--- config.mk ---
export PLATFORM = sky130hd
export DESIGN_NAME = ifelse_arbiter4
export DESIGN_NICKNAME = d
export VERILOG_FILES = /design/src/rtl/ifelse_arbiter4.sv
export SDC_FILE = /design/constraint.sdc
export NUM_CORES = 1
export LEC_CHECK = 0
export ABC_CLOCK_PERIOD_IN_PS = 2300
export CAP_MARGIN = 20
export CORE_ASPECT_RATIO = 0.8
export CORE_MARGIN = 10
export CORE_UTILIZATION = 50
export CTS_BUF_LIST = sky130_fd_sc_hd__clkbuf_4
export DETAILED_ROUTE_END_ITERATION = 8
export GPL_ROUTABILITY_DRIVEN = 1
export PLACE_DENSITY = 0.81
export SLEW_MARGIN = 20
export SYNTH_ARGS = -nofsm -noshare
export SYNTH_HDL_FRONTEND = slang
export SYNTH_SLANG_ARGS = --single-unit
--- constraint.sdc ---
create_clock -name clk -period 2.3 [get_ports clk]
set_input_delay 0.23 -clock clk [delete_from_list [all_inputs] [get_ports clk]]
set_output_delay 0.23 -clock clk [all_outputs]
set_load 0.02 [all_outputs]
--- src/rtl/ifelse_arbiter4.sv ---
// Registered four-way arbiter (a > b > c > d, or rotating) with a bounded hold
// per grant and a one-cycle turnaround gap between consecutive grants.
module ifelse_arbiter4 #(
    parameter int MAX_HOLD    = 8,
    parameter bit ROUND_ROBIN = 1'b1
) (
    input  logic       clk,
    input  logic       rst_n,
    input  logic [3:0] req,
    output logic [3:0] grant,
    output logic [1:0] grant_idx,
    output logic       busy,
    output logic       timeout
);
    localparam int NUM_REQ = 4;
    localparam int CW      = 8;

    typedef enum logic [1:0] {IDLE, GRANT, RELEASE} state_t;

    state_t          state, state_n;
    logic [3:0]      grant_n;
    logic [1:0]      idx_n, last, last_n, win, cand;
    logic [CW-1:0]   cnt, cnt_n;
    logic            to_n, found;

    // Scan order starts just past the previous winner in rotating mode.
    always_comb begin
        win   = '0;
        cand  = '0;
        found = 1'b0;
        for (int k = 0; k < NUM_REQ; k++) begin
            cand = ROUND_ROBIN ? last + 2'(k + 1) : 2'(k);
            if (!found && req[cand]) begin
                win   = cand;
                found = 1'b1;
            end
        end
    end

    always_comb begin
        state_n = state;
        grant_n = grant;
        idx_n   = grant_idx;
        cnt_n   = cnt;
        last_n  = last;
        to_n    = 1'b0;
        case (state)
            IDLE, RELEASE: begin
                if (found) begin
                    state_n = GRANT;
                    grant_n = 4'b0001 << win;
                    idx_n   = win;
                    cnt_n   = CW'(1);
                end else begin
                    state_n = IDLE;
                    grant_n = '0;
                end
            end
            GRANT: begin
                if (!req[grant_idx] || cnt == CW'(MAX_HOLD)) begin
                    state_n = RELEASE;
                    grant_n = '0;
                    last_n  = grant_idx;
                    cnt_n   = '0;
                    // Only a forced end counts as a timeout, not a withdrawal.
                    to_n    = req[grant_idx];
                end else begin
                    cnt_n = cnt + CW'(1);
                end
            end
            default: begin
                state_n = IDLE;
                grant_n = '0;
            end
        endcase
    end

    always_ff @(posedge clk or negedge rst_n) begin
        if (!rst_n) begin
            state     <= IDLE;
            grant     <= '0;
            grant_idx <= '0;
            cnt       <= '0;
            last      <= 2'd3;
            timeout   <= 1'b0;
        end else begin
            state     <= state_n;
            grant     <= grant_n;
            grant_idx <= idx_n;
            cnt       <= cnt_n;
            last      <= last_n;
            timeout   <= to_n;
        end
    end

    assign busy = |grant;

    a_onehot:  assert property (@(posedge clk) disable iff (!rst_n) $onehot0(grant));
    a_busy:    assert property (@(posedge clk) disable iff (!rst_n) busy == |grant);
    a_idx:     assert property (@(posedge clk) disable iff (!rst_n) busy |-> grant[grant_idx]);
    a_to_once: assert property (@(posedge clk) disable iff (!rst_n) timeout |=> !timeout);

endmodule
==> results of run 1 <==
-- per-stage QoR --
stage / power, mW / cells
after floorplan: 0.985 / 95
after global placement: 1.20 / 131
after detailed placement: 1.23 / 131
after CTS: 1.40 / 135
after global routing: 1.50 / 135
final: 1.39 / 135
-- registers in the layout, indices dropped and copies added, names as in the netlist --
register / count
cnt: 8
last: 2
state: 2
grant_idx: 2
grant: 4
timeout: 1
-- worst reg2reg max path, stage by stage (launching register included) --
cell     delay (ps)
dfrtp_1         430
inv_1            80
ha_1            130
or3b_2          490
o211a_1         370
a41oi_1         280
a31oi_1          60
-- power by group through the flow --
stage	Sequential [mW]	Clock (mW)	Combinational (mW)
3_3_place_gp	0.546	0	0.656
3_5_place_dp	0.554	0	0.674
4_1_cts	0.548	0.179	0.676
5_1_grt	0.565	0.195	0.743
6_report	0.550	0.170	0.669
2_1_floorplan	0.587	0	0.398
-- cell type report --
type,instances,area [sq um]
clock buffer,4,30.0
fill,156,709
inverter,4,15.0
multi-input combinational,71,499
sequential,19,478
tap,24,30.0
timing repair buffer,13,130
-- how the worst min path moves through the flow --
| stage | start | end | slack, ps | depth (start not counted) |
|---|---|---|---|---|
| 6_report | rst_n | grant[1] | 400 | 1 |
| 5_1_grt | rst_n | grant[1] | 480 | 1 |
| 4_1_cts | rst_n | state[0] | 430 | 1 |
| 3_5_place_dp | cnt[7] | cnt[7] | 480 | 1 |
| 3_3_place_gp | cnt[7] | cnt[7] | 480 | 1 |
| 2_1_floorplan | rst_n | cnt[0] | -70 | 0 |
-- synthesized netlist by cell type --
master / count
mux2i_1: 2
o21ai_0: 7
nand3_1: 4
mux2_2: 2
nor2_1: 3
mux4_2: 1
a21o_1: 1
a21boi_0: 1
a311o_1: 1
and3_1: 3
nor3_1: 1
o31ai_1: 1
inv_1: 4
o221ai_1: 1
o21a_1: 1
nor2b_1: 4
o22ai_1: 1
or2_2: 1
o21ai_1: 1
dfstp_2: 2
or3b_2: 1
xnor2_1: 1
nand2b_1: 2
nor3b_1: 1
o211ai_2: 1
dfrtp_1: 17
and2b_1: 1
nor4_1: 2
or4b_4: 1
ha_1: 2
a21oi_1: 2
a41oi_1: 2
o211a_1: 1
or4_1: 1
buf_6: 1
nand2_1: 9
a31oi_1: 3
o221a_2: 1
a22o_1: 4
-- kinds of logic (layout without fill, tap and decap cells) --
| logic type | count (synthesis) | in the layout |
|---|---|---|
| buffers and inverters | 5 | 21 |
| adders and majority gates | 2 | 2 |
| and+or+nand+nor | 34 | 34 |
| xor gates and xnor gates | 1 | 1 |
| DFF | 19 | 19 |
| AOI/OAI and AO/OA | 29 | 29 |
| muxes | 5 | 5 |
-- metal layers --
layer	share of wire [%]	GRT usage [%]
met5	0	0
met4	0.84	3.09
met3	8.4	5.63
met2	45	16.1
met1	46	12.2
==> results.sh, run 1 <==
export IMPL_synthAdderAreaFrac_pct=2.49
export IMPL_drt_pre_antenna_iters=4
export IMPL_startpoint="grant[1]"
export IMPL_most_common_layout_cells="dfrtp_1, clkdlybuf4s50_1, nand2_1, o21ai_0"
export IMPL_netSwitchingFraction_pct=39.8
export IMPL_wl_mm=2.02
export IMPL_peakVddDrop_uv=841
export IMPL_tns_ps=0
export IMPL_avgSynthCellArea_sq_um=10.6
export IMPL_cts_sinks=19
export IMPL_utilization_pct=62.5
export IMPL_post_cts_setup_buffers=0
export IMPL_antenna_found_initial=0
export IMPL_critPathRequiredTime_ps=2070
export IMPL_hold_class="primary input to async pin"
export IMPL_post_cts_resized=0
export IMPL_r2r_end="cnt[6]"
export IMPL_r2r_setup_slack_ps=330
export IMPL_postRouteAntennaNets=0
export IMPL_yosysTopAreaCell="dfrtp_1"
export IMPL_cts_max_level=1
export IMPL_syn_inst=95
export IMPL_clock_latency_ps=290
export IMPL_critPathSlowestCell="clkdlybuf4s50_1"
export IMPL_fmax_mhz=497
export IMPL_yosys_warnings=0
export IMPL_reg2reg_depth=6
export IMPL_p_int_uw=836
export IMPL_rsz0062_at_grt="no"
export IMPL_synthMuxAreaShare_pct=6.48
export IMPL_cts_buffers_inserted=3
export IMPL_ys_ff_latch=19
export IMPL_cap_violations=0
export IMPL_grt_overflow_total=0
export IMPL_seq_area_frac_synth_pct=47.6
export IMPL_grt_start_max_net_pins=20
export IMPL_crit_cells=2
export IMPL_die_w_um=70.1
export IMPL_status="complete, no violations"
export IMPL_netlist_area_sq_um=1000
export IMPL_die_y_um=60.1
export IMPL_path_buf_inv=1
export IMPL_end_kind="primary output"
export IMPL_tightest_slew_ps=808
export IMPL_final_area_sq_um=1180
export IMPL_path_clk_slew_ps=90
export IMPL_cts_hold_buf=0
export IMPL_pwr_share_seq_pct=39.6
export IMPL_critPathCapture="busy"
export IMPL_power_density_nw_per_um2=1170
export IMPL_r2r_start="cnt[0]"
export IMPL_crit_type="register to primary output"
export IMPL_layout_commonest_cell="dfrtp_1"
export IMPL_clockBufferDepth=2
export IMPL_period_share_pct=87.4
export IMPL_area_growth_pct=17.8
export IMPL_rows=14
export IMPL_p_comb_share_pct=48.1
export IMPL_grtUsageTotal_pct=10.4
export IMPL_cts_tree="done"
export IMPL_synth_top_cell_area_share_pct=42.4
export IMPL_grt_pass1_vias=769
export IMPL_maxSlewHeadroom_pct=46.0
export IMPL_nets=120
export IMPL_synth_compound_area_share_pct=20.9
export IMPL_vias=800
export IMPL_place_area_sq_um=1150
export IMPL_drcViolationCount=0
export IMPL_dr_first_iter_drc_count=19
export IMPL_syn_num_nets=103
export IMPL_hold_viol=0
export IMPL_drive_gt1_share_pct=12.6
export IMPL_place_gp_congestion=0.847
export IMPL_synth_simple_area_share_pct=19.0
export IMPL_setup_slack_ps=289
export IMPL_synth_area_leaders="dfrtp_1, dfstp_2, a22o_1"
export IMPL_core_area_sq_um=1890
export IMPL_leakage_nw=0.519
export IMPL_switchingPower_uw=553
export IMPL_timing_hold_ws_ps=399
export IMPL_clockRootBuffer="clkbuf_4"
export IMPL_wl_per_cell_um=14.9
export IMPL_crit_path_cell_trace="or4_1 -> clkdlybuf4s50_1"
export IMPL_slowest_delay_ps=560
export IMPL_dieArea_sq_um=4210
export IMPL_min_period_ps=2010
export IMPL_setup_worst_path_start_class="register"
export IMPL_dp_slack_ps=261
export IMPL_synth_top_family_by_area="compound AO/OA/AOI/OAI gates"
export IMPL_synth_cell_types=39
export IMPL_finalSetupViolCount=0
export IMPL_pwr_share_clk_pct=12.3
export IMPL_hpwl_mm=1.54
export IMPL_grt_pass1_wl_mm=3.56
export IMPL_arrival_ps=1780
export IMPL_port_buffers=13
export IMPL_ios=14
export IMPL_finClkSkew_ps=1.82
export IMPL_num_antenna_cells=0
export IMPL_critPathMaxFanout=3
export IMPL_initial_core_util_pct=53.0
export IMPL_slew_violations=0
export IMPL_vias_per_cell=5.93
export IMPL_synth_xor_area_share_pct=0.873
export IMPL_cp_top_family="buffers and inverters"
No activity file was read; power rests on OpenSTA's default activity.
==> run 2, diff against run 1 <==
--- a/config.mk
+++ b/config.mk
@@ -10,7 +10,7 @@
 export CORE_ASPECT_RATIO = 0.8
 export CORE_MARGIN = 10
 export CORE_UTILIZATION = 50
-export CTS_BUF_LIST = sky130_fd_sc_hd__clkbuf_4
+export CTS_BUF_LIST = sky130_fd_sc_hd__clkbuf_8
 export DETAILED_ROUTE_END_ITERATION = 8
 export GPL_ROUTABILITY_DRIVEN = 1
 export PLACE_DENSITY = 0.81
==> run 2 against run 1 <==
Compared with the run above:
- sequential share of layout area fell by 0.51 points
- setup slack improved by 33 ps
- sequential power barely moved
- non-clock buffer count did not move
- die area did not move
- via count rose by 1.9%
- hold slack improved by 49 ps
- utilization rose by 0.79 points
- clock skew fell by 1.4 ps
- critical path type is now register to register
- critical endpoint is now cnt[6]
- highest routed layer unchanged
==> results.sh, run 2 (same netlist as run 1, synthesis figures left out) <==
export IMPL_cts_tree="done"
export IMPL_postRouteAntennaNets=0
export IMPL_cts_sinks=19
export IMPL_grt_overflow_total=0
export IMPL_most_common_layout_cells="dfrtp_1, clkdlybuf4s50_1, nand2_1, o21ai_0, inv_1"
export IMPL_drt_pre_antenna_iters=4
export IMPL_slowest_delay_ps=490
export IMPL_rsz0062_at_grt="no"
export IMPL_place_area_sq_um=1150
export IMPL_vias_per_cell=6.04
export IMPL_tightest_slew_ps=805
export IMPL_crit_path_cell_trace="inv_1 -> ha_1 -> or3b_2 -> o211a_1 -> a41oi_1 -> a31oi_1"
export IMPL_critPathMaxFanout=12
export IMPL_grt_pass1_vias=770
export IMPL_path_clk_slew_ps=60
export IMPL_top_register="cnt"
export IMPL_port_buffers=13
export IMPL_end_kind="register"
export IMPL_place_gp_congestion=0.847
export IMPL_nets=120
export IMPL_total_power_mw=1.44
export IMPL_finalSetupViolCount=0
export IMPL_period_share_pct=86.0
export IMPL_layout_commonest_cell="dfrtp_1"
export IMPL_final_area_sq_um=1200
export IMPL_hpwl_mm=1.54
export IMPL_critPathSlowestCell="or3b_2"
export IMPL_cts_max_level=1
export IMPL_grt_start_max_net_pins=20
export IMPL_num_antenna_cells=0
export IMPL_post_cts_resized=0
export IMPL_vias=815
export IMPL_ios=14
export IMPL_min_period_ps=1980
export IMPL_die_y_um=60.1
export IMPL_hold_viol=0
export IMPL_crit_type="register to register"
export IMPL_post_cts_setup_buffers=0
export IMPL_wl_mm=2.02
export IMPL_clockRootBuffer="clkbuf_8"
export IMPL_slew_violations=0
export IMPL_hold_class="primary input to async pin"
export IMPL_leakage_nw=0.528
export IMPL_initial_core_util_pct=53.0
export IMPL_drcViolationCount=0
export IMPL_cts_hold_buf=0
export IMPL_rows=14
export IMPL_cp_top_family="compound AO/OA/AOI/OAI gates"
export IMPL_largestRegisters="cnt (8), grant (4)"
export IMPL_finClkSkew_ps=0.423
export IMPL_setup_worst_path_start_class="register"
export IMPL_area_growth_pct=19.3
export IMPL_dieArea_sq_um=4210
export IMPL_clock_latency_ps=250
export IMPL_power_density_nw_per_um2=1200
export IMPL_peakVddDrop_uv=819
export IMPL_dr_first_iter_drc_count=37
export IMPL_grtUsageTotal_pct=10.4
export IMPL_cap_violations=0
export IMPL_maxSlewHeadroom_pct=46.2
export IMPL_die_w_um=70.1
export IMPL_tns_ps=0
export IMPL_drive_gt1_share_pct=11.7
export IMPL_grt_pass1_wl_mm=3.59
export IMPL_cts_buffers_inserted=3
export IMPL_arrival_ps=2090
export IMPL_largest_register_ffs=8
export IMPL_fmax_mhz=505
export IMPL_nFillCells=158
export IMPL_antenna_found_initial=0
export IMPL_critPathRequiredTime_ps=2410
export IMPL_status="complete, no violations"
export IMPL_core_area_sq_um=1890
export IMPL_clockBufferDepth=2
export IMPL_wl_per_cell_um=15.0
export IMPL_path_buf_inv=1
run 2: cell types whose count changed in the layout (fill, tap and decap cells not counted):
cell	previous run	this run
clkbuf_4	4	0
clkbuf_8	0	3
inv_1	4	5
run 2: routing by layer:
metal  global-route usage (%)  part of all wire [%]  vias up
li1                         -                     -      392
met1                     12.2                    45      391
met2                     16.4                    45       30
met3                     5.63                   9.4        2
met4                     2.25                  0.50        0
met5                        0                     0        -
run 2: layout make-up:
type	instances	area, sq um	area share, %
multi-input cells	71	499	41.7
flip-flops and latches	19	478	39.9
repair buffers	13	130	10.9
clock buffers	3	41.3	3.45
well taps	24	30.0	2.51
inverters	4	15.0	1.25
clock inverters	1	3.75	0.313
run 2: worst paths after layout:
check / start / to / slack [ps] / cells after the start
max: cnt[0] / cnt[6] / 320 / 6
min: rst_n / grant[1] / 450 / 1
max reg2reg: cnt[0] / cnt[6] / 320 / 6
min reg2reg: cnt[7] / cnt[7] / 490 / 1
max in group asynchronous: rst_n / grant_idx[0] / 1350 / 1
min in group clk: cnt[7] / cnt[7] / 490 / 1
run 2: stage by stage:
step / cells / worst slack (ps) / util, % / hold slack (ps)
after detailed placement: 131 / 261 / 60.9 / 484
after global routing: 135 / 205 / 63.3 / 499
after global placement: 131 / 308 / 60.9 / 479
after floorplan: 95 / 508 / - / -65.6
final: 135 / 322 / 63.3 / 447
after CTS: 135 / 320 / 63.3 / 485
run 2: where the power goes:
group / switching [mW] / leakage [nW] / internal, mW
combinational: 0.358 / 0.257 / 0.312
sequential: 0.106 / 0.244 / 0.446
clock: 0.0977 / 0.0269 / 0.118
total: 0.561 / 0.528 / 0.876
run 2: worst register-to-register path, delay by kind of cell, from the launching register on:
kind	cells	cell delay (ps)
buf+inv	1	80
fa+ha+maj	1	130
simple gates	1	490
compound gates	3	710
flops	1	430
